--- src/rtl/dilithium_pkg.sv ---
// Shared w1 packing constants and FSM encoding for the streaming polyvec w1 packer.
package dilithium_pkg;
  localparam int W1_N    = 256;
  localparam int W1_B4   = 4;
  localparam int W1_B6   = 6;
  localparam int W1_LIM4 = 16;
  localparam int W1_LIM6 = 44;
  localparam int WPP4    = W1_N * W1_B4 / 32;
  localparam int WPP6    = W1_N * W1_B6 / 32;
  localparam int ACC_W   = 38;

  typedef enum logic [1:0] {ST_IDLE = 2'd0, ST_RUN = 2'd1, ST_DONE = 2'd2} st_e;
endpackage

--- src/rtl/polyveck_pack_w1_stream_if.sv ---
// Coefficient-in / packed-word-out stream bundle for polyveck_pack_w1_stream.
interface polyveck_pack_w1_stream_if #(
  parameter int COEFF_W = 32,
  parameter int OUT_W   = 32
);
  logic               in_valid;
  logic               in_ready;
  logic [COEFF_W-1:0] in_coeff;
  logic               out_valid;
  logic               out_ready;
  logic [OUT_W-1:0]   out_data;
  logic               out_poly_last;
  logic               out_last;

  modport slave  (input  in_valid, in_coeff, out_ready,
                  output in_ready, out_valid, out_data, out_poly_last, out_last);
  modport master (output in_valid, in_coeff, out_ready,
                  input  in_ready, out_valid, out_data, out_poly_last, out_last);
endinterface

--- src/rtl/polyveck_pack_w1_stream_accum.sv ---
// w1_bit_accum: 38-bit little-endian shift accumulator; push ORs b bits at fill, pop drops 32.
module w1_bit_accum
  import dilithium_pkg::*;
(
  input  logic        clk,
  input  logic        rst_n,
  input  logic        clr,
  input  logic        b6,
  input  logic        push,
  input  logic [5:0]  push_bits,
  input  logic        pop,
  output logic [5:0]  fill,
  output logic [31:0] word
);
  logic [ACC_W-1:0] acc_q, acc_d;
  logic [5:0]       fill_q, fill_d;
  logic [5:0]       bits_m;

  always_comb begin
    bits_m = b6 ? push_bits : {2'b00, push_bits[3:0]};
    acc_d  = acc_q;
    fill_d = fill_q;
    // Pop first so a same-cycle push lands at the post-shift position.
    if (pop) begin
      acc_d  = acc_q >> 32;
      fill_d = fill_q - 6'd32;
    end
    if (push) begin
      acc_d  = acc_d | (ACC_W'(bits_m) << fill_d);
      fill_d = fill_d + (b6 ? 6'd6 : 6'd4);
    end
    if (clr) begin
      acc_d  = '0;
      fill_d = '0;
    end
  end

  always_ff @(posedge clk or negedge rst_n) begin
    if (!rst_n) begin
      acc_q  <= '0;
      fill_q <= '0;
    end else begin
      acc_q  <= acc_d;
      fill_q <= fill_d;
    end
  end

  assign fill = fill_q;
  assign word = acc_q[31:0];
endmodule

--- src/rtl/polyveck_pack_w1_stream.sv ---
// Streaming K-polynomial w1 packer (4 or 6 bits/coeff). Define W1_RANGE_CHECK_EN for the sticky err output.
module polyveck_pack_w1_stream
  import dilithium_pkg::*;
#(
  parameter int K       = 6,
  parameter int N       = W1_N,
  parameter int COEFF_W = 32,
  parameter int OUT_W   = 32
) (
  input  logic clk,
  input  logic rst_n,
  input  logic start,
  input  logic mode6,
  polyveck_pack_w1_stream_if.slave ifc,
  output logic busy,
`ifdef W1_RANGE_CHECK_EN
  output logic err,
`endif
  output logic done
);
  localparam int CIW = $clog2(N);
  localparam int PIW = $clog2(K + 1);
  localparam int WIW = $clog2(N * W1_B6 / 32 + 1);

  st_e              state_q, state_d;
  logic             mode6_q, mode6_d;
  logic [CIW-1:0]   cidx_q, cidx_d;
  logic [PIW-1:0]   ipoly_q, ipoly_d, opoly_q, opoly_d;
  logic             in_all_q, in_all_d;
  logic [WIW-1:0]   widx_q, widx_d;
  logic [WIW-1:0]   wpp_m1;
  logic [5:0]       fill;
  logic [31:0]      acc_word;
  logic             run, start_ok, accept, pop;
  logic             in_ready, out_valid, poly_last, vec_last;

  assign run       = (state_q == ST_RUN);
  assign start_ok  = start && (state_q == ST_IDLE);
  assign wpp_m1    = mode6_q ? WIW'(N * W1_B6 / 32 - 1) : WIW'(N * W1_B4 / 32 - 1);
  assign in_ready  = run && (fill < 6'd32) && !in_all_q;
  assign out_valid = run && (fill >= 6'd32);
  assign poly_last = out_valid && (widx_q == wpp_m1);
  assign vec_last  = poly_last && (opoly_q == PIW'(K - 1));
  assign accept    = ifc.in_valid && in_ready;
  assign pop       = out_valid && ifc.out_ready;

  assign ifc.in_ready      = in_ready;
  assign ifc.out_valid     = out_valid;
  assign ifc.out_data      = OUT_W'(acc_word);
  assign ifc.out_poly_last = poly_last;
  assign ifc.out_last      = vec_last;

  w1_bit_accum u_accum (
    .clk       (clk),
    .rst_n     (rst_n),
    .clr       (start_ok),
    .b6        (mode6_q),
    .push      (accept),
    .push_bits (ifc.in_coeff[5:0]),
    .pop       (pop),
    .fill      (fill),
    .word      (acc_word)
  );

  always_ff @(posedge clk or negedge rst_n) begin
    if (!rst_n) state_q <= ST_IDLE;
    else        state_q <= state_d;
  end

  always_comb begin
    state_d = state_q;
    case (state_q)
      ST_IDLE: if (start)            state_d = ST_RUN;
      ST_RUN:  if (pop && vec_last)  state_d = ST_DONE;
      ST_DONE:                       state_d = ST_IDLE;
      default:                       state_d = ST_IDLE;
    endcase
  end

  always_comb begin
    busy = (state_q == ST_RUN);
    done = (state_q == ST_DONE);
  end

  // Input side counts coefficients/polys; output side counts words/polys independently.
  always_comb begin
    mode6_d  = mode6_q;
    cidx_d   = cidx_q;
    ipoly_d  = ipoly_q;
    in_all_d = in_all_q;
    widx_d   = widx_q;
    opoly_d  = opoly_q;
    if (start_ok || state_q == ST_DONE) begin
      mode6_d  = start_ok ? mode6 : mode6_q;
      cidx_d   = '0;
      ipoly_d  = '0;
      in_all_d = 1'b0;
      widx_d   = '0;
      opoly_d  = '0;
    end else begin
      if (accept) begin
        if (cidx_q == CIW'(N - 1)) begin
          cidx_d = '0;
          if (ipoly_q == PIW'(K - 1)) in_all_d = 1'b1;
          else                        ipoly_d  = ipoly_q + 1'b1;
        end else begin
          cidx_d = cidx_q + 1'b1;
        end
      end
      if (pop) begin
        if (widx_q == wpp_m1) begin
          widx_d  = '0;
          opoly_d = opoly_q + 1'b1;
        end else begin
          widx_d = widx_q + 1'b1;
        end
      end
    end
  end

  always_ff @(posedge clk or negedge rst_n) begin
    if (!rst_n) begin
      mode6_q  <= 1'b0;
      cidx_q   <= '0;
      ipoly_q  <= '0;
      in_all_q <= 1'b0;
      widx_q   <= '0;
      opoly_q  <= '0;
    end else begin
      mode6_q  <= mode6_d;
      cidx_q   <= cidx_d;
      ipoly_q  <= ipoly_d;
      in_all_q <= in_all_d;
      widx_q   <= widx_d;
      opoly_q  <= opoly_d;
    end
  end

`ifdef W1_RANGE_CHECK_EN
  logic err_q, err_d;
  always_comb begin
    err_d = err_q;
    if (start_ok)
      err_d = 1'b0;
    else if (accept && ifc.in_coeff >= (mode6_q ? COEFF_W'(W1_LIM6) : COEFF_W'(W1_LIM4)))
      err_d = 1'b1;
  end
  always_ff @(posedge clk or negedge rst_n) begin
    if (!rst_n) err_q <= 1'b0;
    else        err_q <= err_d;
  end
  assign err = err_q;
`else
  logic unused_coeff_hi;
  assign unused_coeff_hi = |ifc.in_coeff[COEFF_W-1:6];
`endif
endmodule

--- src/flat_wrapper.sv ---
// flat-port wrapper written by rule: the top's interface ports become plain ports
module polyveck_pack_w1_stream_flat import dilithium_pkg::*;
#(
  parameter int K       = 6,
  parameter int N       = W1_N,
  parameter int COEFF_W = 32,
  parameter int OUT_W   = 32
)
  (clk, rst_n, start, mode6, busy, done, ifc_in_valid, ifc_in_coeff, ifc_out_ready, ifc_in_ready, ifc_out_valid, ifc_out_data, ifc_out_poly_last, ifc_out_last);
  polyveck_pack_w1_stream_if #(.COEFF_W(COEFF_W), .OUT_W(OUT_W)) ifc_i ();
  input  logic clk;
  input  logic rst_n;
  input  logic start;
  input  logic mode6;
  output logic busy;
  output logic done;
  input wire logic [$bits(ifc_i.in_valid)-1:0] ifc_in_valid;
  input wire logic [$bits(ifc_i.in_coeff)-1:0] ifc_in_coeff;
  input wire logic [$bits(ifc_i.out_ready)-1:0] ifc_out_ready;
  output wire logic [$bits(ifc_i.in_ready)-1:0] ifc_in_ready;
  output wire logic [$bits(ifc_i.out_valid)-1:0] ifc_out_valid;
  output wire logic [$bits(ifc_i.out_data)-1:0] ifc_out_data;
  output wire logic [$bits(ifc_i.out_poly_last)-1:0] ifc_out_poly_last;
  output wire logic [$bits(ifc_i.out_last)-1:0] ifc_out_last;
  assign ifc_i.in_valid = ifc_in_valid;
  assign ifc_i.in_coeff = ifc_in_coeff;
  assign ifc_i.out_ready = ifc_out_ready;
  assign ifc_in_ready = ifc_i.in_ready;
  assign ifc_out_valid = ifc_i.out_valid;
  assign ifc_out_data = ifc_i.out_data;
  assign ifc_out_poly_last = ifc_i.out_poly_last;
  assign ifc_out_last = ifc_i.out_last;
  polyveck_pack_w1_stream #(.K(K), .N(N), .COEFF_W(COEFF_W), .OUT_W(OUT_W)) u_core (.clk(clk), .rst_n(rst_n), .start(start), .mode6(mode6), .ifc(ifc_i), .busy(busy), .done(done));
endmodule
--- config.mk ---
export PLATFORM = sky130hd
export DESIGN_NAME = polyveck_pack_w1_stream_flat
export DESIGN_NICKNAME = d
export VERILOG_FILES = /design/src/rtl/dilithium_pkg.sv /design/src/rtl/polyveck_pack_w1_stream_if.sv /design/src/rtl/polyveck_pack_w1_stream_accum.sv /design/src/rtl/polyveck_pack_w1_stream.sv /design/src/flat_wrapper.sv
export SDC_FILE = /design/constraint.sdc
export NUM_CORES = 1
export LEC_CHECK = 0
export CAP_MARGIN = 5
export CORE_ASPECT_RATIO = 0.7
export CORE_MARGIN = 5
export CORE_UTILIZATION = 55
export DETAILED_ROUTE_END_ITERATION = 10
export PLACE_DENSITY = 0.83
export SETUP_SLACK_MARGIN = 0.1
export SLEW_MARGIN = 10
export SYNTH_ARGS = -nofsm -noshare
export SYNTH_HDL_FRONTEND = slang
export SYNTH_SLANG_ARGS = --single-unit
--- constraint.sdc ---
create_clock -name clk -period 5.67 [get_ports clk]
set_clock_uncertainty 0.2 [all_clocks]
set_input_delay 1.134 -clock clk [delete_from_list [all_inputs] [get_ports clk]]
set_output_delay 1.134 -clock clk [all_outputs]
set_load 0.01 [all_outputs]
==> results of run 1 <==
==> stage by stage <==
stage,hold slack [ns],worst slack (ns),total power [mW]
floorplan,0.2497,2.907,1.299
global placement,0.2597,2.230,1.476
detailed placement,0.2715,2.204,1.506
CTS,0.2877,2.047,1.906
global route,0.3150,1.969,2.030
finish,0.2861,2.045,1.897
==> synthesized netlist by cell type, types with 3 or more instances <==
cell / number / area [µm²]
nand2_1: 49 / 183.9
o22ai_1: 4 / 25.02
a31oi_1: 9 / 56.30
or3_1: 8 / 50.05
o31ai_1: 3 / 22.52
clkbuf_1: 13 / 48.80
and2_1: 3 / 18.77
a2bb2oi_1: 7 / 61.31
nand3_1: 17 / 85.08
nand4_1: 8 / 50.05
nor2_1: 30 / 112.6
nand3b_1: 3 / 22.52
buf_4: 32 / 240.2
nor2_2: 3 / 18.77
nor3_1: 6 / 30.03
ha_1: 8 / 100.1
mux2_2: 5 / 56.30
xor2_1: 6 / 52.55
inv_1: 6 / 22.52
a22oi_1: 8 / 60.06
a21oi_1: 9 / 45.04
a22o_1: 3 / 26.28
dfrtp_1: 67 / 1677
mux2i_1: 10 / 100.1
nor2b_1: 6 / 37.54
o21ai_0: 14 / 70.07
==> cell type report <==
cell class | instances | area [µm²]
Clock inverter | 1 | 5.005
Inverter | 8 | 30.03
Clock buffer | 14 | 192.7
Multi-Input combinational cell | 248 | 1549
Fill cell | 504 | 2210
Timing Repair Buffer | 53 | 515.5
Tap cell | 78 | 97.59
Sequential cell | 67 | 1677
==> worst paths after layout <==
kind,startpoint,end,slack (ns),cells past startpoint
worst max-delay path,u_core.state_q[1]$_DFFE_PN0P_,ifc_in_ready,2.05,3
worst min-delay path,u_core.u_accum.acc_q[35]$_DFF_PN0_,u_core.u_accum.acc_q[35]$_DFF_PN0_,0.29,2
worst max register to register,u_core.state_q[1]$_DFFE_PN0P_,u_core.u_accum.acc_q[2]$_DFF_PN0_,3.28,4
worst min register to register,u_core.u_accum.acc_q[35]$_DFF_PN0_,u_core.u_accum.acc_q[35]$_DFF_PN0_,0.29,2
max in group asynchronous,rst_n,u_core.opoly_q[2]$_DFFE_PN0P_,3.96,2
min in group asynchronous,rst_n,u_core.ipoly_q[0]$_DFFE_PN0P_,0.76,2
==> cells in the final DEF, fill, tap and decap left out, drive strengths merged, types with 3 or more instances in the layout <==
master / count
dfrtp: 67
nor2b: 6
or3: 8
mux2i: 10
o31ai: 3
mux2: 5
nand2: 49
nor4: 3
buf: 5
inv: 7
o21ai: 14
nor3: 7
clkbuf: 14
nand3b: 3
nand4: 8
a22oi: 8
clkdlybuf4s50: 48
a2bb2oi: 7
a22o: 3
o22ai: 4
nand3: 18
nor2: 33
ha: 8
a21oi: 9
and2: 3
a31oi: 9
xor2: 6
==> routing by layer <==
metal	global-route usage (%)	part of all wire, %
met5	0	0
met4	4.598	1.1
met3	7.794	7.4
met2	32.30	46
met1	29.67	46
==> tightest hold or removal path, cell delays in order (launching register included) <==
cell     delay (ns)
dfrtp_1        0.34
nand2_1        0.05
o21ai_0        0.06
==> cells by family (layout without fill, tap and decap cells) <==
kind of cell | count (synthesis) | in the layout | synth area share [%]
buffers and inverters | 58 | 76 | 10.03
multiplexers | 15 | 15 | 4.369
AND/OR/NAND/NOR | 153 | 153 | 22.13
flip-flops | 67 | 67 | 46.84
XOR/XNOR | 7 | 7 | 1.713
AO/OA/AOI/OAI | 65 | 65 | 12.13
adder cells (fa/ha/maj) | 8 | 8 | 2.796
==> registers in the layout (all words and copies together), names as in the netlist <==
name                  flops
u_core.state_q            2
u_core.opoly_q            3
u_core.mode6_q            1
u_core.u_accum.acc_q     38
u_core.in_all_q           1
u_core.u_accum.fill       5
u_core.ipoly_q            3
u_core.cidx_q             8
u_core.widx_q             6
==> report_power, final <==
part	internal, mW	switching (mW)
registers	0.624	0.154
logic	0.364	0.366
clock network	0.215	0.175
==> summary.txt, run 1 <==
Htree depth = 3
Chip width = 106.4 µm
Layout cells sized above 1 = 9.463%
Largest stage delay, worst path = 0.70 ns
Gr ovfl total = 0
Area of the core = 6276 µm²
Pin count of the biggest net entering global routing = 68
Fin util = 64.79%
Seq/Total Area, Yosys = 46.84%
EDFF count, synth = 0
Die area = 8248 µm²
Part of the cycle the worst path needs = 63.93%
Design area = 4066 µm²
Layout area overhead = 13.60%
Die Height = 77.50 µm
Final setup viols = 0
Maxcap violations = 0
WP data arrival = 2.29 ns
Worst-Margin Slew = 0.8330 ns
Rows = 24
Max Slew Vio Count = 0
Placed Cells = 454
Family with the most delay on the worst path = buffers and inverters
Setup TNS = 0 ns
Starting DRT DRC Count = 265
Final wirelength = 8228 µm
Syn Inst Count = 373
Setup repair bufs after CTS = 0
Post-cts sizing count = 0
VDD IR max = 0.0002843 V
Slew HR = 44.26%
Fin crit period = 3.625 ns
Synth cell types = 53
Final Hold Fails = 0
CP Capture Type = primary output
WL/cell = 17.54 µm
Vias in the first global route = 2722
Synth Warn # = 0
Layout Cells excl Fill = 469
Crit Path Class = reg2out
TritonRoute pass-1 iters = 5
Dpl hpwl = 5691 µm
Synth async-reset ratio = 100.0%
Worst path buffer plus inverter count = 2
DRC Markers = 0
Max Clk Rate = 0.2759 GHz
DP Area = 3869 µm²
Syn nets = 419
CTS tree = done
First-pass GRT wire length = 13890 µm
Unrepaired setup endpoints after global routing = no
Final ANT Viol Nets = 0
Routed via count = 2860
Status = complete, no violations
Worst hold path type = reg2reg
Synthesized cell area = 3580 µm²
Worst-path cell chain = or4b_4 > inv_2 > clkdlybuf4s50_1
Nets@finish = 433
Primary FF master, synth = dfrtp_1
Clock latency on the worst-skew pair = 0.35 ns
Initial antenna violation count = 0
# IOs = 76
Final GP Congestion = 0.9075
TritonCTS Buffers = 9
Vias per Instance = 6.098
Max clock buf depth = 2
Leak = 1.773 nW
CP Data Required Time = 4.34 ns
Clk root buf = clkbuf_8
Mean area per synthesized cell = 9.597 µm²
Hold_buf cts = 0
Crit-path slowest cell = or4b_4
N_diodes = 0
Total GRT Usage = 21.31%
# clock sinks = 67
PD cells = 466.6 nW/µm²
Initial Utilization = 57.04%
Critical Path Start Type = register
Clock-pin transition on the worst setup and hold timing paths = 0.07 ns
Crit path max fanout = 13
Register bit total from synthesis = 67
PortBufs = 49
No activity file was read; power rests on OpenSTA's default activity.
==> run 2: changes to the inputs <==
CORE_UTILIZATION = 51   (was 55)
PLACE_DENSITY = 0.78   (was 0.83)
clock period = 3.5 ns   (was 5.67 ns; I/O delays follow)
==> run 2 against run 1 <==
Effect of this change: combinational power grew 62%; via count shrank 2.5%; core utilization shrank 4.4 points; first-iteration DRC count shrank 38%; wire length shrank 3.4%; die area grew 7.0%; critical path depth is the same; largest power group unchanged; highest routed layer unchanged.
==> summary.txt, run 2 (synthesized netlist as in run 1, its figures left out) <==
Slew HR = 42.62%
Clock network power share = 19.8%
Max reg flops = 38
Largest stage delay, worst path = 0.68 ns
Clock-pin transition on the worst setup and hold timing paths = 0.06 ns
Chip width = 110.1 µm
CP Data Required Time = 2.60 ns
Rows = 25
Clock latency on the worst-skew pair = 0.34 ns
Final GP Congestion = 0.9025
Placed Cells = 475
Family with the most delay on the worst path = buffers and inverters
Crit-path slowest cell = or4b_4
Share of power burned in registers = 41.4%
Worst path buffer plus inverter count = 2
P_sw = 1.106 mW
CTS tree = done
Nets@finish = 438
Die Height = 80.10 µm
Final wirelength = 7950 µm
TritonRoute pass-1 iters = 4
Leak = 1.784 nW
VDD IR max = 0.0004200 V
Max clock buf depth = 2
# clock sinks = 67
PortBufs = 49
Final ANT Viol Nets = 0
# IOs = 76
Status = complete, no violations
Number of fill cells in the layout = 611
DP Area = 3926 µm²
Post-cts sizing count = 0
Hold_buf cts = 0
Final Hold Fails = 0
Critical Path Start Type = register
Pwr Total = 3.038 mW
Layout area overhead = 14.58%
Routed via count = 2789
Fin crit period = 3.118 ns
Internal power = 1.931 mW
Commonest non-fill, non-tap cell in the layout = dfrtp_1
Commonest non-fill, non-tap cells in the layout = dfrtp_1, nand2_1, clkdlybuf4s50_1
Unrepaired setup endpoints after global routing = no
Part of the power in combinational logic = 38.8%
Layout Cells excl Fill = 490
Setup repair bufs after CTS = 0
Crit path max fanout = 13
Initial Utilization = 52.74%
Layout cells sized above 1 = 9.848%
Top Registers = u_core.u_accum.acc_q (38), u_core.cidx_q (8), u_core.widx_q (6)
Gr ovfl total = 0
Worst hold path type = reg2reg
Vias in the first global route = 2710
Area of the core = 6788 µm²
Crit Path Class = reg2out
Htree depth = 3
Die area = 8821 µm²
Vias per Instance = 5.692
Initial antenna violation count = 0
Maxcap violations = 0
Switching Fraction = 36.42%
Max Slew Vio Count = 0
Design area = 4101 µm²
WL/cell = 16.22 µm
Pin count of the biggest net entering global routing = 68
First-pass GRT wire length = 13350 µm
Total GRT Usage = 19.53%
Most flops, register = u_core.u_accum.acc_q
Setup TNS = 0 ns
Final setup viols = 0
Part of the cycle the worst path needs = 89.08%
Max Clk Rate = 0.3207 GHz
TritonCTS Buffers = 9
CP Capture Type = primary output
N_diodes = 0
Fin util = 60.42%
PD cells = 740.7 nW/µm²
Clk root buf = clkbuf_8
DRC Markers = 0
WP data arrival = 2.22 ns
Worst-Margin Slew = 0.8575 ns
Starting DRT DRC Count = 165
Worst-path cell chain = or4b_4 > inv_2 > clkdlybuf4s50_1
Dpl hpwl = 5763 µm
## run 2: changes by cell type in the layout (fill, tap and decap cells not counted), sizes merged
cell and delta:
buf +5, clkbuf -2, clkinv +1, bufinv +1
## run 2: final cells by class
type | count | area, µm² | share of cell area (%)
clock inverters | 3 | 40.04 | 0.9762
repair buffers | 58 | 553.0 | 13.48
multi-input cells | 248 | 1549 | 37.77
inverters | 8 | 30.03 | 0.7322
well taps | 94 | 117.6 | 2.868
flip-flops and latches | 67 | 1677 | 40.88
clock buffers | 12 | 135.1 | 3.295
## run 2: layer usage
layer / vias up / wire [µm] / track usage (%)
met5: - / 0 / 0
met4: 0 / 83 / 5.781
met3: 9 / 477 / 4.659
met2: 87 / 3638 / 28.51
met1: 1368 / 3750 / 28.76
li1: 1325 / - / -
## run 2: worst paths after layout
kind / endpoint / start / depth (start not counted) / slack, ns
max: ifc_in_ready / u_core.state_q[1]$_DFFE_PN0P_ / 3 / 0.38
min: u_core.u_accum.acc_q[35]$_DFF_PN0_ / u_core.u_accum.acc_q[35]$_DFF_PN0_ / 2 / 0.28
max reg2reg: u_core.u_accum.acc_q[23]$_DFF_PN0_ / u_core.state_q[1]$_DFFE_PN0P_ / 5 / 1.20
min reg2reg: u_core.u_accum.acc_q[35]$_DFF_PN0_ / u_core.u_accum.acc_q[35]$_DFF_PN0_ / 2 / 0.28
max in group asynchronous: u_core.u_accum.acc_q[17]$_DFF_PN0_ / rst_n / 2 / 2.22
min in group asynchronous: u_core.in_all_q$_DFFE_PN0P_ / rst_n / 2 / 0.35
## run 2: power by group through the flow
stage	Sequential [mW]	Combinational, mW	Clock, mW
after floorplan	1.15	0.960	0
after global placement	1.25	1.16	0
after detailed placement	1.27	1.18	0
after CTS	1.25	1.19	0.613
after global routing	1.29	1.30	0.648
final	1.26	1.18	0.601
## run 2: worst min-delay path: stages, from the launching register on
cell and delay, ns:
dfrtp_1 0.35, nand2_1 0.05, o21ai_0 0.06
## run 2: stage by stage
step	hold WS, ns	setup slack (ns)
floorplan	0.2044	1.171
global placement	0.2604	0.7523
detailed placement	0.2715	0.7517
CTS	0.2867	0.3741
global route	0.3048	0.2987
finish	0.2847	0.3821
==> run 3: changes to the inputs <==
GPL_ROUTABILITY_DRIVEN = 1   (was not set)
SETUP_SLACK_MARGIN = 0.4   (was 0.1)
==> run 3 against run 2 <==
Effect of this change: hold slack better by 0.00069 ns; maximum frequency rose by 2.7%; non-clock buffer count is 5 higher; die area stayed put; clock power hardly changed; total power is 1.2% higher; core utilization grew 0.68 points; cell area up 1.1%.
==> summary.txt, run 3 (synthesized netlist as in run 1, its figures left out) <==
Critical Path Start Type = register
Final Hold Fails = 0
Reg2reg start = u_core.state_q[1]$_DFFE_PN0P_
Worst-path cell chain = or4b_4 > inv_4 > clkdlybuf4s50_1
Most flops, register = u_core.u_accum.acc_q
Htree depth = 3
Storage cell area = 1678 µm²
CP Data Required Time = 2.60 ns
Largest stage delay, worst path = 0.66 ns
Max Clk Rate = 0.3295 GHz
Worst-Margin Slew = 0.8800 ns
Commonest non-fill, non-tap cells in the layout = dfrtp_1, nand2_1, clkdlybuf4s50_1
Fin worst setup slack = 0.4654 ns
TritonCTS Buffers = 9
Critical R2R Capture = u_core.u_accum.acc_q[18]$_DFF_PN0_
Total GRT Usage = 19.53%
Part of the cycle the worst path needs = 86.70%
Slew HR = 41.11%
Clock-pin transition on the worst setup and hold timing paths = 0.07 ns
PortBufs = 49
Multi-input logic area = 1554 µm²
Worst hold path type = reg2reg
First-pass GRT wire length = 13350 µm
Final wirelength = 8048 µm
Max reg flops = 38
Layout cells sized above 1 = 11.47%
DP Worst Slack = 0.7517 ns
VDD IR max = 0.0004321 V
Hold path start = u_core.u_accum.acc_q[24]$_DFF_PN0_
CTS tree = done
DP Area = 3926 µm²
Initial Utilization = 52.74%
Max Slew Vio Count = 0
Status = complete, no violations
DRC Markers = 0
Vias in the first global route = 2705
Fin crit period = 3.035 ns
Die area = 8821 µm²
PD cells = 741.4 nW/µm²
Rows = 25
WP data arrival = 2.13 ns
TritonRoute pass-1 iters = 5
Die Height = 80.10 µm
Crit-path slowest cell = or4b_4
R2r setup slk = 1.08 ns
Final GP Congestion = 0.9025
CP Capture Type = primary output
Design area = 4148 µm²
Leak = 1.812 nW
Max clock buf depth = 2
Final setup viols = 0
Crit path max fanout = 9
Vias per Instance = 5.701
# clock sinks = 67
Unrepaired setup endpoints after global routing = no
# IOs = 76
Gr ovfl total = 0
Commonest non-fill, non-tap cell in the layout = dfrtp_1
Placed Cells = 475
Layout area overhead = 15.87%
Worst hold path cell count = 2
Chip width = 110.1 µm
WL/cell = 16.26 µm
Clock latency on the worst-skew pair = 0.34 ns
N_diodes = 0
Number of fill cells in the layout = 612
Maxcap violations = 0
Dpl hpwl = 5763 µm
Area of the core = 6788 µm²
Top Registers = u_core.u_accum.acc_q (38), u_core.cidx_q (8), u_core.widx_q (6)
Initial antenna violation count = 0
Fin util = 61.11%
Setup TNS = 0 ns
Pwr Total = 3.075 mW
Starting DRT DRC Count = 233
Final ANT Viol Nets = 0
R2R cell count = 6
Nets@finish = 443
Routed via count = 2822
Pin count of the biggest net entering global routing = 68
Hold Slack = 0.2854 ns
Layout Cells excl Fill = 495
Crit Path Class = reg2out
Clk root buf = clkbuf_8
Hold Crit Endpoint = u_core.u_accum.acc_q[24]$_DFF_PN0_
==> run 3: layout make-up <==
class | instances | area share [%]
clock buffer | 12 | 3.258
clock inverter | 3 | 0.9653
inverter | 8 | 0.7843
multi-input combinational | 248 | 37.47
sequential | 67 | 40.45
tap | 94 | 2.836
timing repair buffer | 63 | 14.24
==> run 3: where the power goes <==
part | internal (mW) | total (mW) | leakage [nW] | switching [mW]
clock network | 0.324 | 0.598 | 0.0902 | 0.275
registers | 1.01 | 1.26 | 0.891 | 0.249
logic | 0.623 | 1.22 | 0.831 | 0.593
total | 1.96 | 3.08 | 1.81 | 1.12
==> run 3: what timing repair did <==
| item | in CTS | in global routing |
|---|---|---|
| hold buffers | 0 | 0 |
| buffers inserted | 0 | 5 |
| pin swaps | 1 | 1 |
| gates cloned | 0 | 0 |
| resized for setup | 0 | 3 |
| setup endpoints to repair | 1 | 2 |
==> run 3: worst max-delay path, delay by kind of cell (launching register included) <==
family / cells / cell delay [ns]
buffers and inverters: 2 / 0.68
and+or+nand+nor: 1 / 0.66
DFF: 1 / 0.45
==> run 3: layer usage <==
metal  up-vias  GRT usage [%]  wire [µm]
li1       1332              -          -
met1      1373          28.76       3694
met2       107          28.51       3689
met3        10          4.659        563
met4         0          5.781        100
met5         -              0          0
==> run 3: how the worst max path moves through the flow <==
stage                                                start                           end
final                        u_core.state_q[1]$_DFFE_PN0P_                  ifc_in_ready
after detailed placement     u_core.state_q[1]$_DFFE_PN0P_                  ifc_in_ready
after CTS                 u_core.u_accum.fill[5]$_DFF_PN0_                  ifc_in_ready
after floorplan                               ifc_in_valid  u_core.cidx_q[6]$_DFFE_PN0P_
after global placement       u_core.state_q[1]$_DFFE_PN0P_                  ifc_in_ready
after global routing         u_core.state_q[1]$_DFFE_PN0P_                  ifc_in_ready
